<file path="src/rtl/control_unit_pkg.sv">
// Shared instruction-format definitions for the control-unit encoder and decoder.
// Raw word = {instruction_type, payload}.
package control_unit_pkg;

   localparam int unsigned RAW_W     = 18;
   localparam int unsigned PAYLOAD_W = 16;
   localparam int unsigned LOOP_OP_W = 3;

   typedef enum logic [1:0] {
      PROC = 2'd0,
      MEM  = 2'd1,
      LOOP = 2'd2,
      RSVD = 2'd3
   } instr_type_t;

   // Loop opcodes live in payload[2:0] of a LOOP word
   localparam logic [LOOP_OP_W-1:0] LOOP_START = 3'd1;
   localparam logic [LOOP_OP_W-1:0] LOOP_END   = 3'd2;

   // Processing opcodes live in payload[15:13] of a PROC word
   localparam logic [2:0] OP_ADD = 3'd0;
   localparam logic [2:0] OP_SUB = 3'd1;
   localparam logic [2:0] OP_MUL = 3'd4;
   localparam logic [2:0] OP_DIV = 3'd5;

   typedef enum logic [1:0] {
      ERR_NONE     = 2'd0,
      ERR_ILLEGAL  = 2'd1,
      ERR_OVERFLOW = 2'd2,
      ERR_NESTING  = 2'd3
   } err_code_t;

   typedef struct packed {
      instr_type_t            itype;
      logic [PAYLOAD_W-1:0]   payload;
   } raw_instr_t;

endpackage

</file>
<file path="src/rtl/loop_depth_tracker.sv">
// Up/down counter of open LOOP_START nesting, with look-ahead limit flags.
module loop_depth_tracker #(
   parameter int unsigned MAX_DEPTH = 4,
   parameter int unsigned DEPTH_W   = 3
) (
   input  logic               clk,
   input  logic               reset,
   input  logic               clear,
   input  logic               inc,
   input  logic               dec,
   output logic [DEPTH_W-1:0] depth,
   output logic               would_overflow,
   output logic               would_underflow
);

   logic [DEPTH_W-1:0] r_depth;

   assign would_overflow  = (r_depth == DEPTH_W'(MAX_DEPTH));
   assign would_underflow = (r_depth == '0);
   assign depth           = r_depth;

   // Saturating guards make an illegal step a no-op rather than a wrap
   always_ff @(posedge clk) begin
      if (reset || clear) begin
         r_depth <= '0;
      end else if (inc && !dec && !would_overflow) begin
         r_depth <= r_depth + DEPTH_W'(1);
      end else if (dec && !inc && !would_underflow) begin
         r_depth <= r_depth - DEPTH_W'(1);
      end
   end

endmodule

</file>
<file path="src/rtl/instruction_encoder.sv">
// Packs typed instruction fields into raw words and streams them into instruction
// memory, checking encoding, capacity and loop nesting along the way.
module instruction_encoder
   import control_unit_pkg::*;
#(
   parameter int unsigned ADDR_W         = 8,
   parameter int unsigned IMEM_DEPTH     = 256,
   parameter int unsigned MAX_LOOP_DEPTH = 4
) (
   input  logic                 clk,
   input  logic                 reset,
   input  logic                 start,
   input  logic                 in_valid,
   output logic                 in_ready,
   input  logic [1:0]           in_type,
   input  logic [15:0]          in_payload,
   input  logic                 in_last,
   output logic                 imem_we,
   output logic [ADDR_W-1:0]    imem_addr,
   output logic [17:0]          imem_wdata,
   output logic                 busy,
   output logic                 done,
   output logic                 error,
   output logic [1:0]           error_code,
   output logic [ADDR_W:0]      instr_count
);

   localparam int unsigned DEPTH_W = $clog2(MAX_LOOP_DEPTH + 1);

   typedef enum logic [1:0] {S_IDLE, S_RUN, S_DONE, S_ERROR} state_t;

   state_t              r_state;
   logic [ADDR_W:0]     r_ptr;
   logic                r_we;
   logic [ADDR_W-1:0]   r_addr;
   raw_instr_t          r_wdata;
   logic                r_done;
   logic                r_error;
   err_code_t           r_error_code;

   logic                w_accept;
   logic                w_is_loop;
   logic                w_loop_start;
   logic                w_loop_end;
   logic                w_illegal;
   logic                w_overflow;
   logic                w_nest_err;
   logic                w_commit;
   logic [DEPTH_W-1:0]  w_depth;
   logic [DEPTH_W-1:0]  w_post_depth;
   logic                w_would_ovf;
   logic                w_would_udf;
   err_code_t           w_err_code;

   assign in_ready    = (r_state == S_RUN) && !start;
   assign busy        = (r_state == S_RUN);
   assign imem_we     = r_we;
   assign imem_addr   = r_addr;
   assign imem_wdata  = r_wdata;
   assign done        = r_done;
   assign error       = r_error;
   assign error_code  = r_error_code;
   assign instr_count = r_ptr;

   assign w_accept     = in_valid && in_ready;
   assign w_is_loop    = (in_type == LOOP);
   assign w_loop_start = w_is_loop && (in_payload[2:0] == LOOP_START);
   assign w_loop_end   = w_is_loop && (in_payload[2:0] == LOOP_END);

   // Error classification of the presented word, highest priority first
   assign w_illegal    = (in_type == RSVD) || (w_is_loop && (in_payload[15:3] != '0));
   assign w_overflow   = (r_ptr == (ADDR_W+1)'(IMEM_DEPTH));
   assign w_post_depth = w_loop_start ? w_depth + DEPTH_W'(1) :
                         w_loop_end   ? w_depth - DEPTH_W'(1) : w_depth;
   assign w_nest_err   = (w_loop_end && w_would_udf) || (w_loop_start && w_would_ovf) ||
                         (in_last && (w_post_depth != '0));
   assign w_err_code   = w_illegal  ? ERR_ILLEGAL  :
                         w_overflow ? ERR_OVERFLOW :
                         w_nest_err ? ERR_NESTING  : ERR_NONE;
   assign w_commit     = w_accept && (w_err_code == ERR_NONE);

   loop_depth_tracker #(
      .MAX_DEPTH (MAX_LOOP_DEPTH),
      .DEPTH_W   (DEPTH_W)
   ) u_depth (
      .clk             (clk),
      .reset           (reset),
      .clear           (start),
      .inc             (w_commit && w_loop_start),
      .dec             (w_commit && w_loop_end),
      .depth           (w_depth),
      .would_overflow  (w_would_ovf),
      .would_underflow (w_would_udf)
   );

   // Control FSM; strobes default low so each write and done is a single-cycle pulse
   always_ff @(posedge clk) begin
      if (reset) begin
         r_state      <= S_IDLE;
         r_ptr        <= '0;
         r_we         <= 1'b0;
         r_addr       <= '0;
         r_wdata      <= '0;
         r_done       <= 1'b0;
         r_error      <= 1'b0;
         r_error_code <= ERR_NONE;
      end else begin
         r_we   <= 1'b0;
         r_done <= 1'b0;
         if (start) begin
            r_state      <= S_RUN;
            r_ptr        <= '0;
            r_error      <= 1'b0;
            r_error_code <= ERR_NONE;
         end else if (w_accept) begin
            if (w_err_code != ERR_NONE) begin
               r_state      <= S_ERROR;
               r_error      <= 1'b1;
               r_error_code <= w_err_code;
            end else begin
               r_we    <= 1'b1;
               r_addr  <= r_ptr[ADDR_W-1:0];
               r_wdata <= '{itype: instr_type_t'(in_type), payload: in_payload};
               r_ptr   <= r_ptr + (ADDR_W+1)'(1);
               r_done  <= in_last;
               if (in_last) r_state <= S_DONE;
            end
         end
      end
   end

endmodule

</file>
<file path="config.mk">
export PLATFORM = sky130hd
export DESIGN_NAME = instruction_encoder
export DESIGN_NICKNAME = d
export VERILOG_FILES = /design/src/rtl/control_unit_pkg.sv /design/src/rtl/loop_depth_tracker.sv /design/src/rtl/instruction_encoder.sv
export SDC_FILE = /design/constraint.sdc
export NUM_CORES = 1
export LEC_CHECK = 0
export ABC_AREA = 1
export CAP_MARGIN = 10
export CORE_ASPECT_RATIO = 1.1
export CORE_MARGIN = 2
export CORE_UTILIZATION = 50
export CTS_CLUSTER_DIAMETER = 30
export DETAILED_ROUTE_END_ITERATION = 12
export MAX_ROUTING_LAYER = met4
export PLACE_DENSITY = 0.87
export SYNTH_ARGS = -nofsm -noshare
export SYNTH_HDL_FRONTEND = slang
export SYNTH_SLANG_ARGS = --single-unit
export TNS_END_PERCENT = 30
</file>
<file path="constraint.sdc">
create_clock -name clk -period 3.6 [get_ports clk]
set_input_delay 0.72 -clock clk [delete_from_list [all_inputs] [get_ports clk]]
set_output_delay 0.72 -clock clk [all_outputs]
set_load 0.1 [all_outputs]
</file>
==> impl_results.md <==
- Switch Pwr: 0.000293 W
- Register bit total from synthesis: 45
- Synth top area share: 43.7%
- Post-Syn Area: 0.00206 mm^2
- Drt drc: 0
- Clock latency on the worst-skew pair: 0.30 ns
- Startpoint types: input port
- Setup_tns: 0 ns
- MaxCap Viol Count: 0
- Fill cells: 346
- CTS resizes: 0
- Worst-Margin Slew: 0.989 ns
- Post-CTS Setup Bufs: 0
- Share of cells above drive strength 1: 5.34%
- Final Util: 71.7%
- Final WL: 5060 um
- Clk pwr share: 36.5%
- Critical path class: in -> reg
- Clk pin slew, worst setup/hold paths: 0.08 ns
- Fin crit share: 75.8%
- Ys Warns: 0
- FF-to-FF path depth: 13
- Sw Share: 27.2%
- Critical path fanouts, max: 37
- Gate Count Post-Synth: 292
- Final Hold Vio Count: 0
- Synth area leaders: dfxtp_1 44%, nor2_1 11%, nand2_1 8.4%, a21oi_1 6.1%, inv_1 5.6%
- Pins Over Slew Limit: 0
- Pwr Density: 379 mW/mm^2
- Leak: 1.20 nW
- Port Buffers: 64
- Combinational share of power: 15.9%
- Number of enable flip-flop cells after synthesis: 0
- Root buf cell: clkbuf_8
- Tot GR Track Use: 23.9%
- Initial antenna violation count: 0
- Drt pass-1 iters: 4
- Core Footprint: 0.00396 mm^2
- Hold Crit Depth: 2
- Initial core utilization: 52.1%
- RSZ-0062 raised after global routing: no
- Status: completed
- Post-synth cell types: 24
- CP Capture Type: flip-flop
- GR Overflow Total: 0
- WP data arrival: 2.97 ns
- Syn avg cell area: 7.07 um^2
- Post-synthesis sequential area ratio: 43.7%
- Post-route ant nets: 0
- Die footprint: 0.00466 mm^2
- H-tree depth: 2
- Fmax: 367 MHz
- Die width: 65.3 um
- Post-layout min period: 2.73 ns
- Vias in the first global route: 1966
- Via count: 2094
- Chip height: 71.4 um
- Clock tree buffer depth: 2
- Largest net degree at the start of global routing: 38
- Vias per inst: 5.13
- Worst hold path class: reg -> reg
- Clk sinks: 45
- Total CTS buffers: 5
- N_diodes: 0
- Ys flop type: dfxtp_1
- Post-synth ARST share: 0%
- CTS tree: built
- Worst clock skew: 0.00681 ns
- Area delta synth->final: 37.8%
- Worst VDD drop: 0.271 mV
- Global-route wire length before repair: 8670 um
- Average wire per standard cell: 12.4 um
- Synth area leader: dfxtp_1
- Hold bufs inserted after CTS: 0
- HPWL after DPL: 3600 um
- FP Rows: 24
- Internal power: 0.000785 W
- Io pins: 65
- Most frequent cells after synthesis: 62 x nor2_1, 46 x nand2_1, 45 x dfxtp_1
- Relative slew slack: 33.9%
- Most common cell in the netlist: nor2_1
- Synthesized net count: 320
- Reg power frac: 47.6%
- WP data required: 3.84 ns
- Nets: 383
- Final setup viols: 0
- DRT iter0 DRCs: 163
- Routability cong.: 0.929
==> final cells by class <==
class | instances | area [um^2] | area share [%]
multi-input cells | 204 | 986 | 34.7
flip-flops and latches | 45 | 901 | 31.7
repair buffers | 66 | 651 | 22.9
inverters | 33 | 124 | 4.36
clock buffers | 7 | 86.3 | 3.04
well taps | 52 | 65.1 | 2.29
clock inverters | 1 | 30.0 | 1.06
==> cell usage in the layout, fill, tap and decap left out <==
cell	count
a21oi_1	25
inv_1	31
a31oi_1	2
clkdlybuf4s50_1	62
clkbuf_8	6
clkbuf_1	1
o21ai_1	10
buf_4	4
nand4_1	4
nor3_1	8
nor2_8	1
a211oi_2	1
nand4_4	1
dfxtp_1	45
nand3_1	15
nand2_2	1
bufinv_16	1
xor2_1	2
nor3_2	1
inv_2	2
nand2_1	46
nor2_2	1
o21ai_0	18
nor4_1	1
nor2_1	62
ha_1	5
==> metrics by stage <==
stage / instances / power, W / setup WS, ns / hold WS, ns / instance area, um^2
finish: 408 / 0.00108 / 0.872 / 0.451 / 2840
global route: 408 / 0.00111 / 0.616 / 0.471 / 2840
CTS: 408 / 0.00108 / 0.894 / 0.456 / 2840
detailed placement: 400 / 0.000696 / 0.596 / 0.443 / 2730
global placement: 400 / 0.000694 / 0.683 / 0.438 / 2730
floorplan: 292 / 0.000639 / 0.502 / 0.474 / 2070
==> critical path, cell delays in order <==
cell	delay, ns
clkdlybuf4s50_1	0.44
inv_1	0.08
nand2_1	0.11
nor2_2	0.12
nand2_1	0.11
nor2_1	0.11
nor2_1	0.06
nand2_2	0.10
nand4_4	0.12
nor2_8	0.37
inv_2	0.26
nor2_1	0.19
nor2_1	0.05
nor2_1	0.10
==> per-layer routing <==
metal | GRT usage [%] | vias to the layer above | routed length (um)
met4 | 8.56 | 0 | 57
met1 | 29.2 | 936 | 2190
li1 | - | 1073 | -
met3 | 4.87 | 6 | 336
met5 | - | - | 0
met2 | 39.2 | 79 | 2480
==> kinds of logic (layout without fill, tap and decap cells) <==
group	count (synthesis)	in the layout	synth area share (%)
XOR/XNOR	2	2	0.849
AO/OA/AOI/OAI	56	56	14.1
adder cells (fa/ha/maj)	5	5	3.03
buffers and inverters	43	107	8.79
flip-flops	45	45	43.7
AND/OR/NAND/NOR	141	141	29.6
==> final timing paths <==
check / end / startpoint / slack (ns)
worst min-delay path: error / error / 0.45
worst max-delay path: instr_count[4] / in_type[0] / 0.87
worst max register to register: instr_count[4] / u_depth.depth[0] / 1.14
worst min register to register: error / error / 0.45
==> power by group through the flow <==
stage | clock, W | sequential, W | combinational [W]
2_1_floorplan | 0 | 0.000589 | 0.0000492
3_3_place_gp | 0 | 0.000525 | 0.000170
3_5_place_dp | 0 | 0.000525 | 0.000171
4_1_cts | 0.000396 | 0.000513 | 0.000172
5_1_grt | 0.000418 | 0.000514 | 0.000181
6_report | 0.000393 | 0.000513 | 0.000172
==> registers in the layout, indices dropped and copies added, names as in the netlist <==
signal,cells
error,1
imem_we,1
imem_addr,8
done,1
u_depth.depth,3
instr_count,9
imem_wdata,18
error_code,2
r_state,2
Power figures use the tool's default switching activity.
==> variant 1: new RTL, same settings <==
Put one more register stage on the output `instr_count`, without a reset. The value now appears one clock later. The other outputs are not delayed to match.
--- a/src/rtl/instruction_encoder.sv
+++ b/src/rtl/instruction_encoder.sv
@@ -60,7 +60,9 @@
    assign done        = r_done;
    assign error       = r_error;
    assign error_code  = r_error_code;
-   assign instr_count = r_ptr;
+   always_ff @(posedge clk) begin
+      instr_count <= r_ptr;
+   end
 
    assign w_accept     = in_valid && in_ready;
    assign w_is_loop    = (in_type == LOOP);
Check against the original RTL: not equivalent (a bounded check fails within 4 cycles, from zero or initial values and one cycle with reset high).
==> variant 1 against the unedited design <==
  * Fmax increased by 3.9%
  * Synthesized area increased by 11%
  * Design area increased by 6.4%
  * Wire length increased by 1.5%
  * Worst setup slack improved by 0.10 ns
  * Largest cell class is now flip-flops and latches
  * Power increased by 2.4%
  * Critical path depth decreased by 11
  * Global-route usage decreased by 1.3 points
  * Sequential cell count increased by 9
==> variant 1: results (changes against the unedited design) <==
Run status
  – Outcome: complete, no violations (unchanged)

Logic synthesis
  – Syn Nets: 328 (was 320)
  – Synth warn: 0 (unchanged)
  – Post-synthesis cell count: 300 (was 292)
  – Seq/Total Area, Yosys: 47.29% (was 43.66%)
  – FFs w/ async S/R, synth: 0% (unchanged)
  – Netlist cell types: 28 (was 24)
  – Most frequent cells after synthesis: 60 x nor2_1, 54 x dfxtp_1, 49 x nand2_1 (was 62 x nor2_1, 46 x nand2_1, 45 x dfxtp_1)
  – Largest cells by area after synthesis: dfxtp_1 47%, nor2_1 9.9%, nand2_1 8.0%, o21ai_0 5.7%, inv_1 4.6% (was dfxtp_1 44%, nor2_1 11%, nand2_1 8.4%, a21oi_1 6.1%, inv_1 5.6%)

Placement
  – Placed Instance Area: 2943 sq um (was 2726 sq um)
  – Gpl congestion: 0.9626 (was 0.9286)
  – Port bufs: 64 (unchanged)
  – Dpl hpwl: 3760 um (was 3602 um)
  – Post-place setup slack: 0.7346 ns (was 0.5962 ns)
  – Dpl cells: 409 (was 400)

Final layout
  – Max reg flops: 18 (unchanged)
  – Non-filler cells, final: 416 (was 408)
  – Share of layout cells above drive strength 1: 6.630% (was 5.337%)
  – Nets@finish: 390 (was 383)
  – Filler cells: 387 (was 346)
  – Ant. Diodes: 0 (unchanged)

Pwr
  – Worst VDD drop: 309.2 uV (was 271.2 uV)
  – Sw Share: 28.23% (was 27.18%)
  – Leak: 0.001229 uW (was 0.001197 uW)

Clocking
  – H-Tree Depth: 2 (unchanged)
  – Clock Tree Root: clkbuf_8 (unchanged)
  – Post-CTS setup buffer count: 0 (unchanged)
  – Clk buf depth: 2 (unchanged)
  – Resized cells post-CTS: 0 (unchanged)
  – Number of CTS-inserted buffers: 5 (unchanged)
  – Reg clk slew, reported paths: 0.10 ns (was 0.08 ns)
  – Skew-Pair Late Insertion Delay: 0.31 ns

Setup path
  – Worst Path Max Fanout: 2 (was 37)
  – FF-to-FF Start: u_depth.depth[0] (unchanged)
  – Setup slack, reg-to-reg: 1.22 ns (was 1.14 ns)
  – FF-to-FF End: r_ptr[3] (was instr_count[4])
  – R2R depth: 13 (unchanged)
  – Arrival time at the worst endpoint: 1.91 ns (was 2.97 ns)

Drt
  – Pre-antenna DRT Iters: 4 (unchanged)
  – Total length of routed wires: 5139 um (was 5063 um)
  – Vias: 2,088 (was 2,094)
  – Initial DRC Count: 143 (was 163)

Global routing
  – Vias in the first global route: 1,923 (was 1,966)
  – Overall Global Routing Usage: 22.65% (was 23.92%)
  – Largest net degree at the start of global routing: 27 (was 38)
  – Initial antenna violation count: 0 (unchanged)
  – First-pass GRT wire length: 8424 um (was 8673 um)

Timing
  – Worst Clk Skew: 0.01076 ns (was 0.006811 ns)
  – Worst slew margin: 33.36% (was 33.86%)

Worst hold path
  – Hold Path Origin: r_ptr[8] (was error)
  – Hold Path End: instr_count[8] (was error)
  – Hold path depth: 0 (was 2)
  – Worst Hold Class: reg -> reg (unchanged)
[variant 1: changes by cell type after synthesis, moves of 4 or more]
cell     unedited run  this run
o21ai_1            10         0
nand4_1             4         0
dfxtp_1            45        54
a21oi_1            25        20
o21ai_0            18        26
[variant 1: worst max path at each step]
stage                          end  slack, ns  cells past startpoint       start
global placement     imem_wdata[0]       0.79                     11  in_type[0]
global route              r_ptr[3]       0.80                     11  in_type[0]
finish                        busy       0.97                      3  r_state[0]
CTS                           busy       0.95                      3  r_state[0]
detailed placement   imem_wdata[0]       0.73                     11  in_type[0]
floorplan           imem_wdata[10]       0.58                      7       start
[variant 1: power by group through the flow]
stage          Clock (uW)  Combinational [uW]  Sequential (uW)
6_report              325                 167              612
3_3_place_gp            0                 165              626
4_1_cts               334                 167              612
5_1_grt               356                 176              613
2_1_floorplan           0                51.8              686
3_5_place_dp            0                 167              626
[variant 1: layer usage]
layer	wire length [um]	up-vias	track usage (%)	part of all wire, %
li1	-	1080	-	-
met1	2293	915	27.59	45
met2	2381	82	34.51	46
met3	378	11	6.876	7.4
met4	85	0	9.778	1.7
met5	0	-	-	0
[variant 1: layout make-up]
class / count / area (sq um) / area share [%]
clock buffers: 5 / 68.82 / 2.275
flip-flops and latches: 54 / 1081 / 35.73
well taps: 54 / 67.56 / 2.233
clock inverters: 2 / 13.76 / 0.4549
repair buffers: 65 / 658.1 / 21.75
multi-input cells: 204 / 1016 / 33.58
inverters: 32 / 120.1 / 3.970
[variant 1: logic make-up (layout without fill, tap and decap cells)]
logic type | after synthesis | in the layout | share of synthesized area, %
compound gates | 51 | 51 | 12.10
xor+xnor | 4 | 4 | 1.533
fa+ha+maj | 5 | 5 | 2.737
buf+inv | 42 | 104 | 8.484
flops | 54 | 54 | 47.29
simple gates | 144 | 144 | 27.86
[variant 1: critical path, cell delays in order, from the launching register on]
cell             delay (ns)
dfxtp_1                0.34
inv_1                  0.06
nor2_1                 0.08
clkdlybuf4s50_1        1.13
[variant 1: per-stage QoR]
stage                     util [%]  power [uW]  hold WS, ns
final                        69.58        1104       0.3938
after global routing         69.58        1146       0.4014
after CTS                    69.58        1113       0.3929
after detailed placement     67.68       792.6       0.3742
after global placement       67.68       790.6       0.3720
after floorplan                  -       737.9       0.3546
==> variant 2: new RTL, same flow settings <==
Made on the original files. Change the parameter `IMEM_DEPTH` from 256 to 128.
--- a/src/rtl/instruction_encoder.sv
+++ b/src/rtl/instruction_encoder.sv
@@ -4,7 +4,7 @@
    import control_unit_pkg::*;
 #(
    parameter int unsigned ADDR_W         = 8,
-   parameter int unsigned IMEM_DEPTH     = 256,
+   parameter int unsigned IMEM_DEPTH     = 128,
    parameter int unsigned MAX_LOOP_DEPTH = 4
 ) (
    input  logic                 clk,
Function: no difference found for any inputs over 10 cycles, from zero or initial values and one cycle with reset high; that may be too few to reach the edited logic, so the function may still have changed.
==> variant 2 against the unedited design <==
  * Worst setup slack improved by 0.025 ns
  * Wire length decreased by 0.43%
  * Sequential cell count unchanged
  * Fmax increased by 0.92%
  * Clock skew about the same
  * First-iteration DRC count decreased by 10%
  * Design area decreased by 1.1%
  * Sequential power about the same
  * Synthesized area about the same
  * Register-to-register slack improved by 0.06 ns
  * Power decreased by 7.5%
==> variant 2: results (changes against the unedited design) <==
Logic synthesis
  – Syn Nets: 319 (was 320)
  – Most frequent cells after synthesis: 63 x nor2_1, 47 x nand2_1, 45 x dfxtp_1 (was 62 x nor2_1, 46 x nand2_1, 45 x dfxtp_1)
  – Post-synthesis compound-gate area fraction: 14.06% (was 14.07%)
  – Largest cells by area after synthesis: dfxtp_1 44%, nor2_1 11%, nand2_1 8.5%, o21ai_0 6.8%, a21oi_1 5.8% (was dfxtp_1 44%, nor2_1 11%, nand2_1 8.4%, a21oi_1 6.1%, inv_1 5.6%)
  – Multiplexer share of the synthesized area: 0% (unchanged)
  – Seq/Total Area, Yosys: 43.64% (was 43.66%)
  – Post-synthesis xor/xnor area fraction: 1.697% (was 0.8490%)
  – Adder-Cell Fraction of Synth Area: 3.030% (was 3.032%)

Setup path
  – Arrival time at the worst endpoint: 2.87 ns (was 2.97 ns)
  – FF-to-FF End: instr_count[1] (was instr_count[4])
  – Setup slack, reg-to-reg: 1.20 ns (was 1.14 ns)
  – Critical path's largest stage delay: 0.42 ns (was 0.44 ns)
  – Worst Path Max Fanout: 27 (was 37)
  – R2R depth: 12 (was 13)

Run status
  – Outcome: complete, no violations (unchanged)

Drt
  – Total length of routed wires: 5041 um (was 5063 um)
  – Met3 wire length: 391 um (was 336 um)
  – Pre-antenna DRT Iters: 4 (unchanged)
  – Wl on met1: 2202 um (was 2189 um)
  – Initial DRC Count: 146 (was 163)
  – Vias: 2,045 (was 2,094)
  – Met2 wire len: 2363 um (was 2479 um)

Pwr
  – Leak: 0.001177 uW (was 0.001197 uW)
  – Clock group power: 314 uW (was 393 uW)
  – Design Power: 997.2 uW (was 1078 uW)
  – Worst VDD drop: 279.6 uV (was 271.2 uV)
  – Switching power total: 287.5 uW (was 293.1 uW)

Global routing
  – Overall Global Routing Usage: 23.65% (was 23.92%)
  – Met1 Usage GRT: 28.51% (was 29.22%)
  – M3 GR Usage: 6.750% (was 4.867%)
  – Routing usage on met2: 38.44% (was 39.23%)
  – Vias in the first global route: 1,935 (was 1,966)
  – Largest net degree at the start of global routing: 28 (was 38)
  – First-pass GRT wire length: 8542 um (was 8673 um)

Timing
  – Worst Max-Slew Pin Slew: 0.9971 ns (was 0.9890 ns)
  – Hold_ws: 0.4559 ns (was 0.4510 ns)
  – Worst Clk Skew: 0.006933 ns (was 0.006811 ns)

Placement
  – Gpl congestion: 0.9011 (was 0.9286)
  – Port bufs: 64 (unchanged)
  – Dpl hpwl: 3690 um (was 3602 um)
  – Placed Instance Area: 2723 sq um (was 2726 sq um)

Clocking
  – H-Tree Depth: 2 (unchanged)
  – Skew-Pair Late Insertion Delay: 0.29 ns
  – Clock Tree Root: clkbuf_8 (unchanged)

Final layout
  – Share of layout cells above drive strength 1: 5.099% (was 5.337%)
  – Filler cells: 333 (was 346)
  – Max reg flops: 18 (unchanged)
  – Nets@finish: 381 (was 383)
[variant 2: per-stage QoR]
step / std cells / setup WS (ns)
6_report: 405 / 0.8969
5_1_grt: 405 / 0.6761
4_1_cts: 405 / 0.9304
3_5_place_dp: 398 / 0.6190
3_3_place_gp: 398 / 0.7407
2_1_floorplan: 291 / 0.4842
[variant 2: worst max path at each step]
stage,from,endpoint,slack [ns],cells past startpoint
2_1_floorplan,start,instr_count[5],0.48,7
3_3_place_gp,in_type[1],instr_count[1],0.74,12
3_5_place_dp,in_type[0],instr_count[1],0.62,13
4_1_cts,instr_count[2],instr_count[2],0.93,1
5_1_grt,in_type[0],imem_addr[6],0.68,13
6_report,in_type[0],instr_count[1],0.90,13
[variant 2: final cells by class]
type | count | share of cell area, %
tap | 52 | 2.313
inverter | 31 | 4.137
multi-input combinational | 205 | 35.36
sequential | 45 | 32.03
clock inverter | 1 | 0.2669
timing repair buffer | 65 | 22.95
clock buffer | 6 | 2.936
